**config.mk**
```make
export PLATFORM = sky130hd
export DESIGN_NAME = sr_latch_driver_flat
export DESIGN_NICKNAME = d
export VERILOG_FILES = /design/src/rtl/sr_latch_driver_pkg.sv /design/src/rtl/sr_latch_driver_if.sv /design/src/rtl/sr_latch_driver_sync.sv /design/src/rtl/sr_latch_driver.sv /design/src/flat_wrapper.sv
export SDC_FILE = /design/constraint.sdc
export NUM_CORES = 1
export LEC_CHECK = 0
export ABC_AREA = 0
export CAP_MARGIN = 30
export CORE_ASPECT_RATIO = 1.4
export CORE_UTILIZATION = 35
export DETAILED_ROUTE_END_ITERATION = 8
export HOLD_SLACK_MARGIN = 0.08
export SYNTH_ARGS = -nofsm -noshare
export SYNTH_HDL_FRONTEND = slang
export SYNTH_SLANG_ARGS = --single-unit
```
**constraint.sdc**
```tcl
create_clock -name clock -period 1.85 [get_ports clock]
set_clock_uncertainty 0.1 [all_clocks]
set_input_delay 0.37 -clock clock [delete_from_list [all_inputs] [get_ports clock]]
set_output_delay 0.37 -clock clock [all_outputs]
set_load 0.05 [all_outputs]
```
**src/rtl/sr_latch_driver_pkg.sv**
```systemverilog
// Shared types and constants for the SR latch command driver.
package sr_drv_pkg;

  typedef enum logic [1:0] {
    SR_IDLE   = 2'd0,
    SR_PULSE  = 2'd1,
    SR_SETTLE = 2'd2,
    SR_RESP   = 2'd3
  } sr_state_t;

  localparam int PULSE_CNT_W = 4;
  localparam int TMO_CNT_W   = 8;

  localparam logic Q_RST    = 1'b0;
  localparam logic QBAR_RST = 1'b1;

  // Feedback agrees with the target only when both rails are consistent with it.
  function automatic logic fb_match(input logic q_s, input logic qb_s, input logic target);
    return (q_s == target) && (qb_s == ~target);
  endfunction

endpackage

```
**src/rtl/sr_latch_driver_if.sv**
```systemverilog
// Command/response handshake bundle between control logic and sr_latch_driver.
interface sr_latch_driver_if;
  logic cmd_valid;
  logic cmd_ready;
  logic cmd_set;
  logic rsp_valid;
  logic rsp_ready;
  logic rsp_err;
  logic rsp_q;

  modport master (
    output cmd_valid, cmd_set, rsp_ready,
    input  cmd_ready, rsp_valid, rsp_err, rsp_q
  );

  modport slave (
    input  cmd_valid, cmd_set, rsp_ready,
    output cmd_ready, rsp_valid, rsp_err, rsp_q
  );
endinterface

```
**src/rtl/sr_latch_driver_sync.sv**
```systemverilog
// Two-flop synchroniser for the latch feedback pair; bit 1 = Q, bit 0 = Qbar,
// each bit resetting to its own idle level.
module sr_drv_sync
  import sr_drv_pkg::*;
(
  input  logic       clock,
  input  logic       reset_n,
  input  logic [1:0] d,
  output logic [1:0] q
);

  localparam logic [1:0] RST_VAL = {Q_RST, QBAR_RST};

  genvar gi;
  generate
    for (gi = 0; gi < 2; gi++) begin : g_bit
      logic meta_reg;
      logic sync_reg;

      always_ff @(posedge clock or negedge reset_n) begin
        if (!reset_n) begin
          meta_reg <= RST_VAL[gi];
          sync_reg <= RST_VAL[gi];
        end else begin
          meta_reg <= d[gi];
          sync_reg <= meta_reg;
        end
      end

      assign q[gi] = sync_reg;
    end
  endgenerate

endmodule

```
**src/rtl/sr_latch_driver.sv**
```systemverilog
// Clocked controller for an asynchronous SR latch: pulses S/R on command,
// waits for synchronised feedback, returns pass/fail. Optional SR_DRV_SKIP_EN
// short-circuits commands whose target the latch already holds.
module sr_latch_driver
  import sr_drv_pkg::*;
#(
  parameter int PULSE_W = 2,
  parameter int TIMEOUT = 8
)
(
  input  logic               clock,
  input  logic               reset_n,
  sr_latch_driver_if.slave   bus,
  output logic               S,
  output logic               R,
  input  logic               Q,
  input  logic               Qbar
);

  localparam logic [PULSE_CNT_W-1:0] PULSE_LAST = PULSE_CNT_W'(PULSE_W - 1);
  localparam logic [TMO_CNT_W-1:0]   TMO_LAST   = TMO_CNT_W'(TIMEOUT - 1);

  sr_state_t              state_reg, state_next;
  logic                   target_reg, target_next;
  logic [PULSE_CNT_W-1:0] pulse_cnt_reg, pulse_cnt_next;
  logic [TMO_CNT_W-1:0]   tmo_cnt_reg, tmo_cnt_next;
  logic                   s_reg, s_next;
  logic                   r_reg, r_next;
  logic                   rsp_err_reg, rsp_err_next;
  logic                   rsp_q_reg, rsp_q_next;

  logic [1:0] fb_sync;
  logic       q_s;
  logic       qb_s;

  sr_drv_sync u_sync (
    .clock   (clock),
    .reset_n (reset_n),
    .d       ({Q, Qbar}),
    .q       (fb_sync)
  );

  assign q_s  = fb_sync[1];
  assign qb_s = fb_sync[0];

  always_ff @(posedge clock or negedge reset_n) begin
    if (!reset_n) begin
      state_reg     <= SR_IDLE;
      target_reg    <= 1'b0;
      pulse_cnt_reg <= '0;
      tmo_cnt_reg   <= '0;
      s_reg         <= 1'b0;
      r_reg         <= 1'b0;
      rsp_err_reg   <= 1'b0;
      rsp_q_reg     <= 1'b0;
    end else begin
      state_reg     <= state_next;
      target_reg    <= target_next;
      pulse_cnt_reg <= pulse_cnt_next;
      tmo_cnt_reg   <= tmo_cnt_next;
      s_reg         <= s_next;
      r_reg         <= r_next;
      rsp_err_reg   <= rsp_err_next;
      rsp_q_reg     <= rsp_q_next;
    end
  end

  always_comb begin
    state_next     = state_reg;
    target_next    = target_reg;
    pulse_cnt_next = pulse_cnt_reg;
    tmo_cnt_next   = tmo_cnt_reg;
    rsp_err_next   = rsp_err_reg;
    rsp_q_next     = rsp_q_reg;

    case (state_reg)
      SR_IDLE: begin
        if (bus.cmd_valid) begin
          target_next    = bus.cmd_set;
          pulse_cnt_next = '0;
`ifdef SR_DRV_SKIP_EN
          if (fb_match(q_s, qb_s, bus.cmd_set)) begin
            state_next   = SR_RESP;
            rsp_err_next = 1'b0;
            rsp_q_next   = q_s;
          end else begin
            state_next   = SR_PULSE;
          end
`else
          state_next = SR_PULSE;
`endif
        end
      end

      SR_PULSE: begin
        if (pulse_cnt_reg == PULSE_LAST) begin
          state_next   = SR_SETTLE;
          tmo_cnt_next = '0;
        end else begin
          pulse_cnt_next = pulse_cnt_reg + 1'b1;
        end
      end

      SR_SETTLE: begin
        // A match on the final cycle wins over the timeout.
        if (fb_match(q_s, qb_s, target_reg)) begin
          state_next   = SR_RESP;
          rsp_err_next = 1'b0;
          rsp_q_next   = q_s;
        end else if (tmo_cnt_reg == TMO_LAST) begin
          state_next   = SR_RESP;
          rsp_err_next = 1'b1;
          rsp_q_next   = q_s;
        end else begin
          tmo_cnt_next = tmo_cnt_reg + 1'b1;
        end
      end

      SR_RESP: begin
        if (bus.rsp_ready) begin
          state_next = SR_IDLE;
        end
      end

      default: begin
        state_next = SR_IDLE;
      end
    endcase

    // Drives come straight from flops so the latch never sees decode glitches.
    s_next = (state_next == SR_PULSE) &&  target_next;
    r_next = (state_next == SR_PULSE) && !target_next;
  end

  assign S             = s_reg;
  assign R             = r_reg;
  assign bus.cmd_ready = (state_reg == SR_IDLE);
  assign bus.rsp_valid = (state_reg == SR_RESP);
  assign bus.rsp_err   = rsp_err_reg;
  assign bus.rsp_q     = rsp_q_reg;

endmodule

```
**src/flat_wrapper.sv**
```systemverilog
// flat-port wrapper written by rule: the top's interface ports become plain ports
module sr_latch_driver_flat import sr_drv_pkg::*;
#(
  parameter int PULSE_W = 2,
  parameter int TIMEOUT = 8
)
  (clock, reset_n, S, R, Q, Qbar, bus_cmd_valid, bus_cmd_set, bus_rsp_ready, bus_cmd_ready, bus_rsp_valid, bus_rsp_err, bus_rsp_q);
  sr_latch_driver_if bus_i ();
  input  logic clock;
  input  logic reset_n;
  output logic S;
  output logic R;
  input  logic Q;
  input  logic Qbar;
  input wire logic [$bits(bus_i.cmd_valid)-1:0] bus_cmd_valid;
  input wire logic [$bits(bus_i.cmd_set)-1:0] bus_cmd_set;
  input wire logic [$bits(bus_i.rsp_ready)-1:0] bus_rsp_ready;
  output wire logic [$bits(bus_i.cmd_ready)-1:0] bus_cmd_ready;
  output wire logic [$bits(bus_i.rsp_valid)-1:0] bus_rsp_valid;
  output wire logic [$bits(bus_i.rsp_err)-1:0] bus_rsp_err;
  output wire logic [$bits(bus_i.rsp_q)-1:0] bus_rsp_q;
  assign bus_i.cmd_valid = bus_cmd_valid;
  assign bus_i.cmd_set = bus_cmd_set;
  assign bus_i.rsp_ready = bus_rsp_ready;
  assign bus_cmd_ready = bus_i.cmd_ready;
  assign bus_rsp_valid = bus_i.rsp_valid;
  assign bus_rsp_err = bus_i.rsp_err;
  assign bus_rsp_q = bus_i.rsp_q;
  sr_latch_driver #(.PULSE_W(PULSE_W), .TIMEOUT(TIMEOUT)) u_core (.clock(clock), .reset_n(reset_n), .bus(bus_i), .S(S), .R(R), .Q(Q), .Qbar(Qbar));
endmodule
```
# Word-level counts from Yosys, hierarchy flattened
# Cells that the tools add are included.
# classes
n_bitwise	1
n_reduce_logical	11
add_sub_neg	2
mux	19
eq_ne	13
# ops
cell	count
$mux W8	3
$pmux W8 S2	1
$mux W2	5
$add A8 B1 Y8 const B	1
$eq A8 B3 Y1 const B	1
$mux W4	2
$ne A2 B2 Y1 const B	4
$pmux W2 S4	1
$pmux W4 S2	1
$mux W1	6
$reduce_bool A2 Y1	3
$add A4 B1 Y4 const B	1
$eq A2 B1 Y1 const B	2
$eq A2 B2 Y1 const B	2
$eq A4 B1 Y1 const B	1
$reduce_and A4 Y1	1
$logic_and A1 B1 Y1	3
$reduce_and A3 Y1	1
$eq A1 B1 Y1	2
$logic_not A2 Y1	1
$ne A2 B1 Y1 const B	1
$reduce_and A2 Y1	1
$logic_not A1 Y1	1
$not A1 Y1	1
# totals
ff_bits	23
output_inout_bits	6

# Logic depth before layout (Yosys ltp)
# depth
ltp_word	7
depth_mapped	7
ltp_nobuf	7

# Hierarchy
# Synthesis repeated with hierarchy kept, for this count alone.
# hier_totals
cells_unflattened	130
hier_area_um2	1347.5
# modules_own_cells
module	n_inst	cells_each	area_each_um2
sr_latch_driver	1	124	1229.9
sr_drv_sync	1	6	117.6

# Least setup slack after synthesis
# Ideal clock, no wire load.
# synth_timing
path_kind	reg-to-reg
start	register u_core.state_reg[0]
end	register u_core.s_reg (netlist: u_core.S)
setup_slack_ns	-0.243
path_buffers	1
stages_incl_launch_ff	6
required_ns	1.631
setup_ns	0.119
arrival_ns	1.874
path_cell_list	dfrtp_1 clkbuf_1 nor2_1 nand2_1 mux2_2 nor2b_1
# synth_between
word_cells_on_any_way	13
classes_between	eq/ne: 4; mux: 7; reduce/logical: 2
# synth_rtl
element	line	rtl
start: declaration	sr_latch_driver.sv:23	sr_state_t state_reg, state_next;
start signal: assignment	sr_latch_driver.sv:57	state_reg <= state_next;
$logic_not A2 Y1	-	
named net bus_cmd_ready	flat_wrapper.sv:18	output wire logic [$bits(bus_i.cmd_ready)-1:0] bus_cmd_ready;
$mux W1	sr_latch_driver.sv:76	case (state_reg)
named net u_core.target_next	sr_latch_driver.sv:24	logic target_reg, target_next;
$logic_and A1 B1 Y1	sr_latch_driver.sv:131	s_next = (state_next == SR_PULSE) && target_next;
named net u_core.s_next	sr_latch_driver.sv:27	logic s_reg, s_next;
end signal: assignment	sr_latch_driver.sv:61	s_reg <= s_next;
end: declaration	sr_latch_driver.sv:27	
# The timed path passes the listed nets, and every way through them passes these cells.
# A chain may end at the register's enable or synchronous reset.

# Final worst setup path
# layout_timing
start	register u_core.u_sync.g_bit[0].sync_reg
end	register u_core.tmo_cnt_reg[6]
# layout_between
elab_chain_len	4
# layout_lines
element	line	rtl
start: declaration	sr_latch_driver_sync.sv:18	logic sync_reg;
start signal: assignment	sr_latch_driver_sync.sv:23	sync_reg <= RST_VAL[gi];
start signal: assignment	sr_latch_driver_sync.sv:26	sync_reg <= meta_reg;
$eq A1 B1 Y1	sr_latch_driver_pkg.sv:19	return (q_s == target) && (qb_s == ~target);
$logic_and A1 B1 Y1	sr_latch_driver_pkg.sv:19	
$ne A2 B2 Y1 (no line)	-	
$reduce_and A4 Y1 (no line)	-	
end signal: assignment	sr_latch_driver.sv:60	tmo_cnt_reg <= tmo_cnt_next;
end: declaration	sr_latch_driver.sv:26	logic [TMO_CNT_W-1:0] tmo_cnt_reg, tmo_cnt_next;
# No other way between the ends.

==> flow_summary.json <==
{
  "initial_core_util_pct": 37.0,
  "crit_family": "simple AND/OR/NAND/NOR gates",
  "dieArea_um2": 3540,
  "htreeDepth": 1,
  "diodes": 0,
  "gp_congestion": 0.843,
  "overflow": 0,
  "synthFlopType": "dfrtp_1",
  "worst-path-max-fanout": 5,
  "synth_top_area_share_pct": 45.5,
  "cts_hold_buf": 0,
  "ys_seq_elements": 23,
  "drc": 0,
  "worst-path-stages": 6,
  "hp-class": "flip-flop to flip-flop",
  "rows": 24,
  "tightest_slew_ps": 338,
  "antenna_found_initial": 0,
  "via_per_inst": 5.09,
  "layout-area-overhead-vs-synth_pct": 45.4,
  "finalSetupTns_ps": -115,
  "nNetsFinal": 164,
  "crit_slowest_cell": "dfstp_2",
  "r2r_end": "u_core.tmo_cnt_reg[6]",
  "syn_nets": 122,
  "ys_warn_count": 0,
  "insertion_delay_ps": 270,
  "core_um2": 3120,
  "io_buffer_count": 12,
  "yosysSeqAreaShare_pct": 50.1,
  "hold_violations": 0,
  "clk_path_buf_depth": 2,
  "startpoint": "u_core.u_sync.g_bit[0].sync_reg",
  "gr-usage-met1_pct": 19.3,
  "drive_gt1_share_pct": 39.9,
  "worstPathBufferInverterCount": 1,
  "drtIter0Drc": 7,
  "wire_per_inst_um": 12.8,
  "grtUsageMet3_pct": 2.40,
  "hpwl_um": 1780,
  "async_reset_ff_share_pct": 100,
  "cts.sinks": 23,
  "drv_cap": 0,
  "first_global_vias": 1054,
  "synth_top_cell_by_area": "dfrtp_1",
  "path_cells": "or3b_2, a21oi_4, buf_6, a21o_1, or4_4, a21oi_2",
  "syn_avg_cell_area_um2": 10.3,
  "grt_use_met2_pct": 27.4,
  "cts_tree": "yes",
  "grt_max_degree": 24,
  "num_vias": 977,
  "relSlewSlack_pct": 77.3,
  "clk_pin_slew_ps": 90,
  "cp_slowest_stage_delay_ps": 530,
  "ant_nets": 0,
  "dieHeight_um": 70.0,
  "largest_reg_flops": 8,
  "fin_util_pct": 53.8,
  "root_buffer": "clkbuf_8",
  "r2r_slack_ps": -60,
  "die_x_um": 50.5,
  "critPathCapture": "u_core.tmo_cnt_reg[6]",
  "worstPathArrival_ps": 1960,
  "grt-busiest-layer": "met2",
  "pin_count": 13,
  "reg2reg_depth": 6,
  "crit_required_ps": 1900,
  "path_class": "flip-flop to flip-flop",
  "outcome": "complete, but fails checks",
  "p_per_area_nw_per_um2": 1500,
  "drv_slew": 0,
  "syn_inst": 112,
  "nFillCells": 282,
  "syn_area_um2": 1150,
  "r2r_start": "u_core.u_sync.g_bit[0].sync_reg",
  "drt_wl_total_um": 2460,
  "first_pass_iters": 3,
  "synth_edf_count": 0,
  "yosysUniqueCellTypes": 37,
  "start_kind": "flip-flop",
  "fmax_mhz": 525,
  "grt_pass1_wl_um": 4360,
  "vdd_drop_max_v": 0.000860,
  "ys_top_cells_by_area": "dfrtp_1 46%, nor2_1 5.5%, dfstp_2 4.6%, a21oi_1 3.9%, xnor2_1 3.8%",
  "fin_crit_sh_pct": 103,
  "track_usage_pct": 16.1,
  "numCtsBuffers": 3,
  "final.min_clock_period_ps": 1910,
  "p_leak_uw": 0.000724,
  "setup_viol": 5,
  "final.setup.worst_slack_ps": -56.4,
  "rsz0062_at_grt": "true",
  "end_kind": "flip-flop",
  "violations": "negative setup slack",
  "dp_slack_ps": -111
}
[what timing repair did]
action                     4_1_cts  5_1_grt
setup endpoints to repair        8        8
pin swaps                        6        6
cloned                           0        0
resized for setup                8        9
buffers inserted                 5        2
[worst min path at each step]
stage,slack [ps],end,from,cells after the start
after floorplan,-30,u_core.R,reset_n,0
after global placement,240,u_core.u_sync.g_bit[1].sync_reg,u_core.u_sync.g_bit[1].meta_reg,0
after detailed placement,250,u_core.u_sync.g_bit[1].sync_reg,u_core.u_sync.g_bit[1].meta_reg,0
after CTS,260,u_core.u_sync.g_bit[0].sync_reg,u_core.u_sync.g_bit[0].meta_reg,0
after global routing,270,u_core.u_sync.g_bit[0].sync_reg,u_core.u_sync.g_bit[0].meta_reg,0
final,260,u_core.u_sync.g_bit[0].sync_reg,u_core.u_sync.g_bit[0].meta_reg,0
[power breakdown]
part | total, uW | internal [uW] | switching, uW
clock network | 324 | 153 | 172
logic | 1440 | 667 | 771
registers | 757 | 656 | 101
total | 2520 | 1480 | 1040
[metrics by stage]
| stage | instances | total power [uW] | cell area, um2 | hold slack [ps] |
|---|---|---|---|---|
| after floorplan | 112 | 1580 | 1160 | -25.6 |
| after global placement | 182 | 2060 | 1500 | 236 |
| after detailed placement | 182 | 2090 | 1500 | 245 |
| after CTS | 190 | 2490 | 1620 | 262 |
| after global routing | 192 | 2710 | 1680 | 269 |
| final | 192 | 2520 | 1680 | 260 |
[synth_stat cells (2+ instances only)]
| library cell | number |
|---|---|
| dfrtp_1 | 21 |
| clkbuf_1 | 2 |
| nor2_1 | 17 |
| o21ai_0 | 2 |
| mux2_2 | 2 |
| dfstp_2 | 2 |
| a21oi_1 | 9 |
| nor3_1 | 5 |
| nor4_1 | 2 |
| a211oi_1 | 3 |
| ha_1 | 3 |
| and2_1 | 2 |
| nand3_1 | 4 |
| nand2_1 | 6 |
| nand2b_1 | 2 |
| xnor2_1 | 5 |
| inv_1 | 4 |
| a2111oi_0 | 2 |
[kinds of logic (layout without fill, tap and decap cells)]
logic type,count (synthesis),count (layout),synth area share (%)
AOI/OAI and AO/OA,21,21,12.9
xor gates and xnor gates,6,6,4.55
adders and majority gates,3,3,3.25
buffers and inverters,8,49,2.71
DFF,23,23,50.1
muxes,3,3,2.93
and+or+nand+nor,48,48,23.6
[metal layers]
| metal | share of wire [%] | routed length, um |
|---|---|---|
| met5 | 0 | 0 |
| met3 | 2.3 | 56 |
| met2 | 54 | 1320 |
| met1 | 42 | 1030 |
| met4 | 2.3 | 57 |
[cell usage in the layout (no fill, tap or decap), types with 3 or more instances in the layout]
master and count:
nor2_1 15, inv_1 4, xnor2_1 4, a21oi_1 7, nand2_1 5, clkbuf_8 3, ha_1 3, nor3_1 5
dfrtp_1 21, nand3_1 4, clkdlybuf4s50_1 6, buf_4 31
[area by class of cell]
type                    instances  area, um2  share of cell area [%]
multi-input cells              81        633                    37.7
repair buffers                 41        355                    21.2
clock inverters                 1       7.51                   0.447
flip-flops and latches         23        578                    34.4
inverters                       4       15.0                   0.894
clock buffers                   3       41.3                    2.46
well taps                      39       48.8                    2.91
Power figures use the tool's default switching activity.
